==> src/rtl/id_ex_reg_pkg.sv <==
`default_nettype none
// ============================================================================
//  Module      : id_ex_reg_pkg
//  Description : Shared widths, encodings and helpers for the ID/EX pipeline
//                register and its load-use hazard detector.
//  Revision    : 1.0  initial release
// ============================================================================
package id_ex_reg_pkg;

    // Width of a GPR specifier (rs/rt/rd).
    localparam int REG_W      = 5;
    // Width of the write-register select and writeback source select codes.
    localparam int REGDST_W   = 2;
    localparam int MEMTOREG_W = 2;

    // $zero: writes are discarded, so it can never carry a real dependency.
    localparam logic [REG_W-1:0] REG_ZERO = 5'd0;

    // Write-register select encoding.
    typedef enum logic [REGDST_W-1:0] {
        RD_RT = 2'd0,
        RD_RD = 2'd1,
        RD_RA = 2'd2
    } regdst_e;

    // Writeback source select encoding.
    typedef enum logic [MEMTOREG_W-1:0] {
        WB_ALU = 2'd0,
        WB_MEM = 2'd1,
        WB_PC  = 2'd2
    } memtoreg_e;

    // True when an operand is actually read and names the given register.
    function automatic logic reg_match(input logic             used,
                                       input logic [REG_W-1:0] producer,
                                       input logic [REG_W-1:0] consumer);
        return used && (producer == consumer);
    endfunction

endpackage : id_ex_reg_pkg
`default_nettype wire

==> src/rtl/id_ex_reg_load_use_detect.sv <==
`default_nettype none
// ============================================================================
//  Module      : load_use_detect
//  Description : Combinational load-use hazard detector. Flags an ID-stage
//                instruction that reads the destination of the load now in EX.
//  Revision    : 1.0  initial release
// ============================================================================
module load_use_detect
    import id_ex_reg_pkg::*;
(
    input  logic             ex_valid_i,
    input  logic             ex_memread_i,
    input  logic [REG_W-1:0] ex_rt_i,
    input  logic             id_valid_i,
    input  logic             id_use_rs_i,
    input  logic [REG_W-1:0] id_rs_i,
    input  logic             id_use_rt_i,
    input  logic [REG_W-1:0] id_rt_i,
    output logic             haz_o
);

    logic w_load_in_ex;
    logic w_dep;

    // A live load in EX whose target is a real register.
    assign w_load_in_ex = ex_valid_i && ex_memread_i && (ex_rt_i != REG_ZERO);

    // The ID instruction consumes that register through rs or rt.
    assign w_dep = reg_match(id_use_rs_i, ex_rt_i, id_rs_i)
                || reg_match(id_use_rt_i, ex_rt_i, id_rt_i);

    assign haz_o = w_load_in_ex && id_valid_i && w_dep;

endmodule : load_use_detect
`default_nettype wire

==> src/rtl/id_ex_reg.sv <==
`default_nettype none
// ============================================================================
//  Module      : id_ex_reg
//  Description : ID/EX pipeline register of the 5-stage MIPS core. Captures
//                decode results for EX, detects load-use hazards (one-cycle
//                IF/ID freeze plus bubble) and counts inserted bubbles.
//  Revision    : 1.0  initial release
// ============================================================================
module id_ex_reg
    import id_ex_reg_pkg::*;
#(
    parameter int DATA_W  = 32,
    parameter int ALUOP_W = 5,
    parameter int CNT_W   = 16
) (
    input  logic                  clk,
    input  logic                  rst,
    input  logic                  flush,
    input  logic                  id_valid,
    input  logic [DATA_W-1:0]     id_pc,
    input  logic [DATA_W-1:0]     id_rd1,
    input  logic [DATA_W-1:0]     id_rd2,
    input  logic [DATA_W-1:0]     id_imm32,
    input  logic [REG_W-1:0]      id_rs,
    input  logic [REG_W-1:0]      id_rt,
    input  logic [REG_W-1:0]      id_rd,
    input  logic                  id_use_rs,
    input  logic                  id_use_rt,
    input  logic [ALUOP_W-1:0]    id_aluop,
    input  logic                  id_alusrc,
    input  logic [REGDST_W-1:0]   id_regdst,
    input  logic [MEMTOREG_W-1:0] id_memtoreg,
    input  logic                  id_regwrite,
    input  logic                  id_memread,
    input  logic                  id_memwrite,
    output logic                  ex_valid,
    output logic [DATA_W-1:0]     ex_pc,
    output logic [DATA_W-1:0]     ex_rd1,
    output logic [DATA_W-1:0]     ex_rd2,
    output logic [DATA_W-1:0]     ex_imm32,
    output logic [REG_W-1:0]      ex_rs,
    output logic [REG_W-1:0]      ex_rt,
    output logic [REG_W-1:0]      ex_rd,
    output logic                  ex_use_rs,
    output logic                  ex_use_rt,
    output logic [ALUOP_W-1:0]    ex_aluop,
    output logic                  ex_alusrc,
    output logic [REGDST_W-1:0]   ex_regdst,
    output logic [MEMTOREG_W-1:0] ex_memtoreg,
    output logic                  ex_regwrite,
    output logic                  ex_memread,
    output logic                  ex_memwrite,
    output logic                  stall_o,
    output logic [CNT_W-1:0]      bubble_cnt
);

    // Pipeline state and its next-state values.
    logic                  ex_valid_q,    ex_valid_d;
    logic [DATA_W-1:0]     ex_pc_q,       ex_pc_d;
    logic [DATA_W-1:0]     ex_rd1_q,      ex_rd1_d;
    logic [DATA_W-1:0]     ex_rd2_q,      ex_rd2_d;
    logic [DATA_W-1:0]     ex_imm32_q,    ex_imm32_d;
    logic [REG_W-1:0]      ex_rs_q,       ex_rs_d;
    logic [REG_W-1:0]      ex_rt_q,       ex_rt_d;
    logic [REG_W-1:0]      ex_rd_q,       ex_rd_d;
    logic                  ex_use_rs_q,   ex_use_rs_d;
    logic                  ex_use_rt_q,   ex_use_rt_d;
    logic [ALUOP_W-1:0]    ex_aluop_q,    ex_aluop_d;
    logic                  ex_alusrc_q,   ex_alusrc_d;
    logic [REGDST_W-1:0]   ex_regdst_q,   ex_regdst_d;
    logic [MEMTOREG_W-1:0] ex_memtoreg_q, ex_memtoreg_d;
    logic                  ex_regwrite_q, ex_regwrite_d;
    logic                  ex_memread_q,  ex_memread_d;
    logic                  ex_memwrite_q, ex_memwrite_d;
    logic [CNT_W-1:0]      bubble_cnt_q,  bubble_cnt_d;

    logic w_haz;
    logic w_kill;

    load_use_detect u_load_use_detect (
        .ex_valid_i   (ex_valid_q),
        .ex_memread_i (ex_memread_q),
        .ex_rt_i      (ex_rt_q),
        .id_valid_i   (id_valid),
        .id_use_rs_i  (id_use_rs),
        .id_rs_i      (id_rs),
        .id_use_rt_i  (id_use_rt),
        .id_rt_i      (id_rt),
        .haz_o        (w_haz)
    );

    // A flush already kills the EX slot, so it absorbs the hazard: no freeze
    // and no bubble is counted. Reset likewise overrides any freeze request.
    assign stall_o = w_haz && !flush && !rst;

    // Both a flush and a load-use bubble leave an all-zero EX slot.
    assign w_kill = flush || stall_o;

    // Next-state: capture ID unless the slot is killed; count bubbles, saturating.
    always_comb begin
        ex_valid_d    = id_valid;
        ex_pc_d       = id_pc;
        ex_rd1_d      = id_rd1;
        ex_rd2_d      = id_rd2;
        ex_imm32_d    = id_imm32;
        ex_rs_d       = id_rs;
        ex_rt_d       = id_rt;
        ex_rd_d       = id_rd;
        ex_use_rs_d   = id_use_rs;
        ex_use_rt_d   = id_use_rt;
        ex_aluop_d    = id_aluop;
        ex_alusrc_d   = id_alusrc;
        ex_regdst_d   = id_regdst;
        ex_memtoreg_d = id_memtoreg;
        ex_regwrite_d = id_regwrite;
        ex_memread_d  = id_memread;
        ex_memwrite_d = id_memwrite;
        bubble_cnt_d  = bubble_cnt_q;

        if (w_kill) begin
            ex_valid_d    = 1'b0;
            ex_pc_d       = '0;
            ex_rd1_d      = '0;
            ex_rd2_d      = '0;
            ex_imm32_d    = '0;
            ex_rs_d       = '0;
            ex_rt_d       = '0;
            ex_rd_d       = '0;
            ex_use_rs_d   = 1'b0;
            ex_use_rt_d   = 1'b0;
            ex_aluop_d    = '0;
            ex_alusrc_d   = 1'b0;
            ex_regdst_d   = '0;
            ex_memtoreg_d = '0;
            ex_regwrite_d = 1'b0;
            ex_memread_d  = 1'b0;
            ex_memwrite_d = 1'b0;
        end

        if (stall_o && !(&bubble_cnt_q)) begin
            bubble_cnt_d = bubble_cnt_q + {{(CNT_W-1){1'b0}}, 1'b1};
        end
    end

    // State register with synchronous reset.
    always_ff @(posedge clk) begin
        if (rst) begin
            ex_valid_q    <= 1'b0;
            ex_pc_q       <= '0;
            ex_rd1_q      <= '0;
            ex_rd2_q      <= '0;
            ex_imm32_q    <= '0;
            ex_rs_q       <= '0;
            ex_rt_q       <= '0;
            ex_rd_q       <= '0;
            ex_use_rs_q   <= 1'b0;
            ex_use_rt_q   <= 1'b0;
            ex_aluop_q    <= '0;
            ex_alusrc_q   <= 1'b0;
            ex_regdst_q   <= '0;
            ex_memtoreg_q <= '0;
            ex_regwrite_q <= 1'b0;
            ex_memread_q  <= 1'b0;
            ex_memwrite_q <= 1'b0;
            bubble_cnt_q  <= '0;
        end else begin
            ex_valid_q    <= ex_valid_d;
            ex_pc_q       <= ex_pc_d;
            ex_rd1_q      <= ex_rd1_d;
            ex_rd2_q      <= ex_rd2_d;
            ex_imm32_q    <= ex_imm32_d;
            ex_rs_q       <= ex_rs_d;
            ex_rt_q       <= ex_rt_d;
            ex_rd_q       <= ex_rd_d;
            ex_use_rs_q   <= ex_use_rs_d;
            ex_use_rt_q   <= ex_use_rt_d;
            ex_aluop_q    <= ex_aluop_d;
            ex_alusrc_q   <= ex_alusrc_d;
            ex_regdst_q   <= ex_regdst_d;
            ex_memtoreg_q <= ex_memtoreg_d;
            ex_regwrite_q <= ex_regwrite_d;
            ex_memread_q  <= ex_memread_d;
            ex_memwrite_q <= ex_memwrite_d;
            bubble_cnt_q  <= bubble_cnt_d;
        end
    end

    assign ex_valid    = ex_valid_q;
    assign ex_pc       = ex_pc_q;
    assign ex_rd1      = ex_rd1_q;
    assign ex_rd2      = ex_rd2_q;
    assign ex_imm32    = ex_imm32_q;
    assign ex_rs       = ex_rs_q;
    assign ex_rt       = ex_rt_q;
    assign ex_rd       = ex_rd_q;
    assign ex_use_rs   = ex_use_rs_q;
    assign ex_use_rt   = ex_use_rt_q;
    assign ex_aluop    = ex_aluop_q;
    assign ex_alusrc   = ex_alusrc_q;
    assign ex_regdst   = ex_regdst_q;
    assign ex_memtoreg = ex_memtoreg_q;
    assign ex_regwrite = ex_regwrite_q;
    assign ex_memread  = ex_memread_q;
    assign ex_memwrite = ex_memwrite_q;
    assign bubble_cnt  = bubble_cnt_q;

endmodule : id_ex_reg
`default_nettype wire
==> config.mk <==
export PLATFORM = sky130hd
export DESIGN_NAME = id_ex_reg
export DESIGN_NICKNAME = d
export VERILOG_FILES = /design/src/rtl/id_ex_reg_pkg.sv /design/src/rtl/id_ex_reg_load_use_detect.sv /design/src/rtl/id_ex_reg.sv
export SDC_FILE = /design/constraint.sdc
export NUM_CORES = 1
export LEC_CHECK = 0
export ABC_AREA = 1
export CAP_MARGIN = 5
export CORE_MARGIN = 5
export CORE_UTILIZATION = 30
export CTS_CLUSTER_SIZE = 16
export DETAILED_ROUTE_END_ITERATION = 8
export PLACE_DENSITY = 0.75
export SYNTH_ARGS = -nofsm -noshare
export SYNTH_HDL_FRONTEND = slang
export SYNTH_SLANG_ARGS = --single-unit
==> constraint.sdc <==
create_clock -name clk -period 2 [get_ports clk]
set_clock_uncertainty 0.2 [all_clocks]
set_input_delay 0.5 -clock clk [delete_from_list [all_inputs] [get_ports clk]]
set_output_delay 0.5 -clock clk [all_outputs]
set_load 0.02 [all_outputs]
# After elaboration in Yosys (flattened, before gate mapping)
# Index checks and enable logic that the tools add are counted.
[totals]
reg_bits = 175
input_bits = 162
elab_cells = 38
[classes]
n_reduce_logical = 17
add_sub_neg = 1
n_eq_ne = 2
[op_table]
columns = ["cell", "n"]
rows = [
  ["16-bit by 1-bit adder with 16-bit output, second input constant", 1],
  ["16-bit AND reduction", 1],
  ["5-bit == test", 2],
  ["1-bit logical AND", 9],
  ["5-bit nonzero test", 1],
  ["1-bit logical NOT", 3],
  ["1-bit logical OR", 2],
  ["2-bit OR reduction", 1],
]

# Depth between registers and ports, before layout
[logic_depth]
word_depth = 8
depth_mapped = 12
ltp_nobuf = 12

# Hierarchy
# Synthesis repeated with hierarchy kept, for this count alone.
[unflattened]
cells_unflattened = 717
area_unflattened_um2 = 5743.0
[by_module_without_submodules]
columns = ["mod", "cells_each", "instances", "area_each_um2"]
rows = [
  ["id_ex_reg", 665, 1, 5530.3],
  ["load_use_detect", 52, 1, 212.7],
]

# Least setup slack after synthesis
# Ideal clock, no wire load.
[synth_path]
kind = "reg-to-output"
from = "register ex_rt_q[3], in the netlist ex_rt[3]"
to = "output stall_o"
required_ns = 1.300
path_slack_ns = 0.152
n_path_buf = 0
arrival_ns = 1.148
path_stages_with_launch = 9
path_cell_list = "dfxtp_1 -> inv_1 -> nand2_1 -> nand2_1 -> nor2_1 -> nand3_1 -> nand2_1 -> nand2_2 -> inv_1"
[synth_via]
elab_chain_cells = 6
word_cells_on_any_way = 11
classes_between = "eq/ne: 2; reduce/logical: 9"
[synth_lines]
columns = ["element", "line", "text"]
rows = [
  ["start, declared", "id_ex_reg.sv:64", "logic [REG_W-1:0] ex_rt_q, ex_rt_d;"],
  ["start signal, assigned", "id_ex_reg.sv:173", "ex_rt_q <= ex_rt_d;"],
  ["5-bit == test or 5-bit nonzero test (tied branches)", "id_ex_reg_pkg.sv:37, id_ex_reg_load_use_detect.sv:26", ""],
  ["1-bit logical AND, on equally long branches", "id_ex_reg_pkg.sv:37, id_ex_reg_load_use_detect.sv:26", ""],
  ["1-bit logical OR or 1-bit logical AND (tied branches)", "id_ex_reg_load_use_detect.sv:30, id_ex_reg_load_use_detect.sv:32", ""],
  ["1-bit logical AND *", "id_ex_reg_load_use_detect.sv:32", "assign haz_o = w_load_in_ex && id_valid_i && w_dep;"],
  ["1-bit logical AND * (2 in series)", "id_ex_reg.sv:94", "assign stall_o = w_haz && !flush && !rst;"],
  ["end, declared", "id_ex_reg.sv:53", "output logic stall_o,"],
]
# Mark *: on every way between the ends. The rest lies on a longest branch, timed or not.

# Final worst setup path
# Ends and elaborated chain as after synthesis.

==> flow_metrics.env <==
export IMPL_power_frac_seq=0.468
export IMPL_layout_setup_ws_ps=-249
export IMPL_finalSetupViolCount=1
export IMPL_reg2reg_to="bubble_cnt[4]"
export IMPL_synth_nets=863
export IMPL_fin_util=0.528
export IMPL_regArea_um2=3520
export IMPL_portBuffers=337
export IMPL_cts_reportedPaths_clkPinSlew_ps=70
export IMPL_mappedNetlistArea_um2=5610
export IMPL_chipWidth_um=147
export IMPL_p_per_area_nw_per_um2=793
export IMPL_rr_startpoint="ex_rt[3]"
export IMPL_report_final_hold_viol_count=0
export IMPL_via_per_inst=3.93
export IMPL_crit_slowest_cell="dfxtp_4"
export IMPL_drc=0
export IMPL_violations="negative setup slack"
export IMPL_synth_largest_area_cell="dfxtp_1"
export IMPL_max_cap_viol_count=0
export IMPL_cts_buffer_depth=2
export IMPL_worst_setup_path_start_kind="flop"
export IMPL_critPathKind="reg2out"
export IMPL_hold_depth=3
export IMPL_ant_nets=0
export IMPL_cp_required_ps=1300
export IMPL_firstDrtPassIters=4
export IMPL_crit_buf_inv=4
export IMPL_leakage_nw=5.46
export IMPL_start_util=0.302
export IMPL_min_delay_start="id_use_rt"
export IMPL_drive_gt1_frac=0.0800
export IMPL_timing_max_transition_violations_final=0
export IMPL_combPwrFrac=0.115
export IMPL_worst_setup_path_end_kind="output port"
export IMPL_grt_usage=0.154
export IMPL_wl_per_cell_um=13.2
export IMPL_dieArea_um2=21500
export IMPL_arrival_ps=1550
export IMPL_drt_wl_total_um=17300
export IMPL_p_switching_w=0.00201
export IMPL_gr_total_overflow=0
export IMPL_drt_iter0_markers=175
export IMPL_cts_sinks=175
export IMPL_swShare=0.258
export IMPL_netlist_top_cells_area="dfxtp_1 (62%), nor2_1 (14%), inv_1 (13%)"
export IMPL_tightest_slew_ps=312
export IMPL_multi_input_area_um2=1290
export IMPL_outcome="complete, but fails checks"
export IMPL_worstSkewPairLatency_ps=420
export IMPL_fin_crit_sh=1.12
export IMPL_ys_types=17
export IMPL_pwr_share_clk=0.417
export IMPL_synthesis_instances=700
export IMPL_ys_warn_count=0
export IMPL_fin_crit_ps=2250
export IMPL_path_max_fanout=5
export IMPL_postCtsHoldBufs=0
export IMPL_areaGrowthSynthToFinish_pct=74.9
export IMPL_fin_nets=1225
export IMPL_dp_hpwl_um=13700
export IMPL_gp_congestion=0.868
export IMPL_synth_top_cell_area_share=0.625
export IMPL_place_ws_ps=-963
export IMPL_grt_pass1_wl_um=26200
export IMPL_internal_power_w=0.00577
export IMPL_cp_common_cell="buf_6"
export IMPL_synth_avg_cell_area_um2=8.01
export IMPL_rows=50
export IMPL_synth_seq_cells=175
export IMPL_cp_top_family="simple AND/OR/NAND/NOR gates"
export IMPL_antenna_found_initial=1
export IMPL_cts_made_buffers=17
export IMPL_core_area_um2=18600
export IMPL_io_pins=338
export IMPL_die_h_um=147
export IMPL_seq_area_frac_synth=0.625
export IMPL_tritoncts="done"
export IMPL_grt_max_degree=48
export IMPL_min_to="ex_use_rt"
export IMPL_min_path_type="in2reg"
export IMPL_cts_root_buf="clkbuf_16"
export IMPL_cp_slowest_stage_delay_ps=370
export IMPL_h_tree_depth=4
export IMPL_timing_fmax_ghz=0.445
export IMPL_ir_worst_vdd_mv=0.529
export IMPL_grt_pass1_vias=4872
export IMPL_crit_path_cell_trace="buf_6, nor3_4, nand3_2, nand2_1, inv_2, nand2_4, inv_4, buf_6"
export IMPL_reg2reg_depth=12
export IMPL_reg2reg_slack_ps=120
export IMPL_maxSlewHeadroom=0.793
export IMPL_n_fill_cell=1769
export IMPL_rsz0062_at_grt="yes"
export IMPL_vias=5142
[power groups by stage]
stage	Clock [W]	Combinational, W	Sequential, W
after floorplan	0	0.000188	0.00389
after global placement	0	0.000981	0.00372
after detailed placement	0	0.000991	0.00373
after CTS	0.00336	0.000904	0.00364
after global routing	0.00352	0.000968	0.00365
final	0.00325	0.000898	0.00364
[placed cells by master (no fill, tap or decap), types with 2 or more instances in the layout]
master	count
nor2_1	202
inv_1	188
dlygate4sd2_1	187
dfxtp_1	168
clkdlybuf4s50_1	148
nand2_1	63
buf_4	21
clkbuf_16	17
nand4_1	11
nand3_1	9
inv_2	6
inv_6	6
o21ai_0	5
nand2_2	4
dfxtp_2	4
inv_8	4
buf_6	4
nor3_1	3
dfxtp_4	3
buf_12	3
nand3_2	2
nand2_4	2
[synth_stat cells]
cell,count
buf_2,7
buf_4,13
nor2_1,203
clkbuf_1,1
dfxtp_1,175
inv_1,193
o21ai_0,6
nor3_1,5
o21bai_1,1
nand2_2,2
ha_1,1
nand2_1,67
nand3_1,11
nand4_1,11
a21oi_1,1
nor2_2,1
inv_2,2
[stage by stage]
stage / TNS, ps / hold WS (ps) / cells / area, um2 / total power [W]
2_1_floorplan: 0 / 372 / 700 / 5610 / 0.00408
3_3_place_gp: -78460 / 304 / 1272 / 9350 / 0.00471
3_5_place_dp: -84470 / 319 / 1272 / 9350 / 0.00472
4_1_cts: -293 / 245 / 1306 / 9740 / 0.00790
5_1_grt: -319 / 141 / 1310 / 9810 / 0.00814
6_report: -249 / 148 / 1310 / 9810 / 0.00778
[routing by layer]
layer / global-route usage / share of wire
met1: 0.168 / 0.39
met4: 0.0513 / 0.017
met2: 0.281 / 0.51
met5: 0 / 0
met3: 0.0518 / 0.085
[state kept, by name, summed over array words and instances (netlist names), 2 cells and up]
register / count
ex_pc: 32
ex_rs: 5
ex_memtoreg: 2
ex_regdst: 2
ex_rd1: 32
ex_rt: 5
ex_rd2: 32
ex_rd: 5
ex_imm32: 32
ex_aluop: 5
bubble_cnt: 16
[layout make-up]
type,count,area share
inverters,195,0.0749
flip-flops and latches,175,0.359
multi-input cells,309,0.132
clock buffers,18,0.0448
well taps,234,0.0299
diodes,1,0.000255
repair buffers,364,0.346
clock inverters,14,0.0138
[tightest hold or removal path: stages]
cell and delay [ps]:
dlymetal6s2s_1 130, inv_1 60, nor2_1 40
[what timing repair did]
action,CTS,global route
resized for setup,207,19
pin swaps,10,12
endpoints found under the setup margin,335,139
buffers inserted,2,3
gates cloned,0,0
[kinds of logic after synthesis]
| logic type | synth area share |
|---|---|
| flip-flops | 0.625 |
| AND/OR/NAND/NOR | 0.211 |
| buffers and inverters | 0.155 |
| AO/OA/AOI/OAI | 0.00759 |
| adder cells (fa/ha/maj) | 0.00223 |
[how the worst max path moves through the flow]
stage	from	end	slack, ps	depth (start not counted)
6_report	ex_rt[3]	stall_o	-250	8
5_1_grt	ex_rt[3]	stall_o	-320	8
4_1_cts	ex_rt[2]	stall_o	-290	8
3_5_place_dp	id_rt[4]	stall_o	-960	10
3_3_place_gp	id_rs[0]	stall_o	-940	10
2_1_floorplan	ex_rt[3]	stall_o	150	8
(Power assumes the default switching activity.)
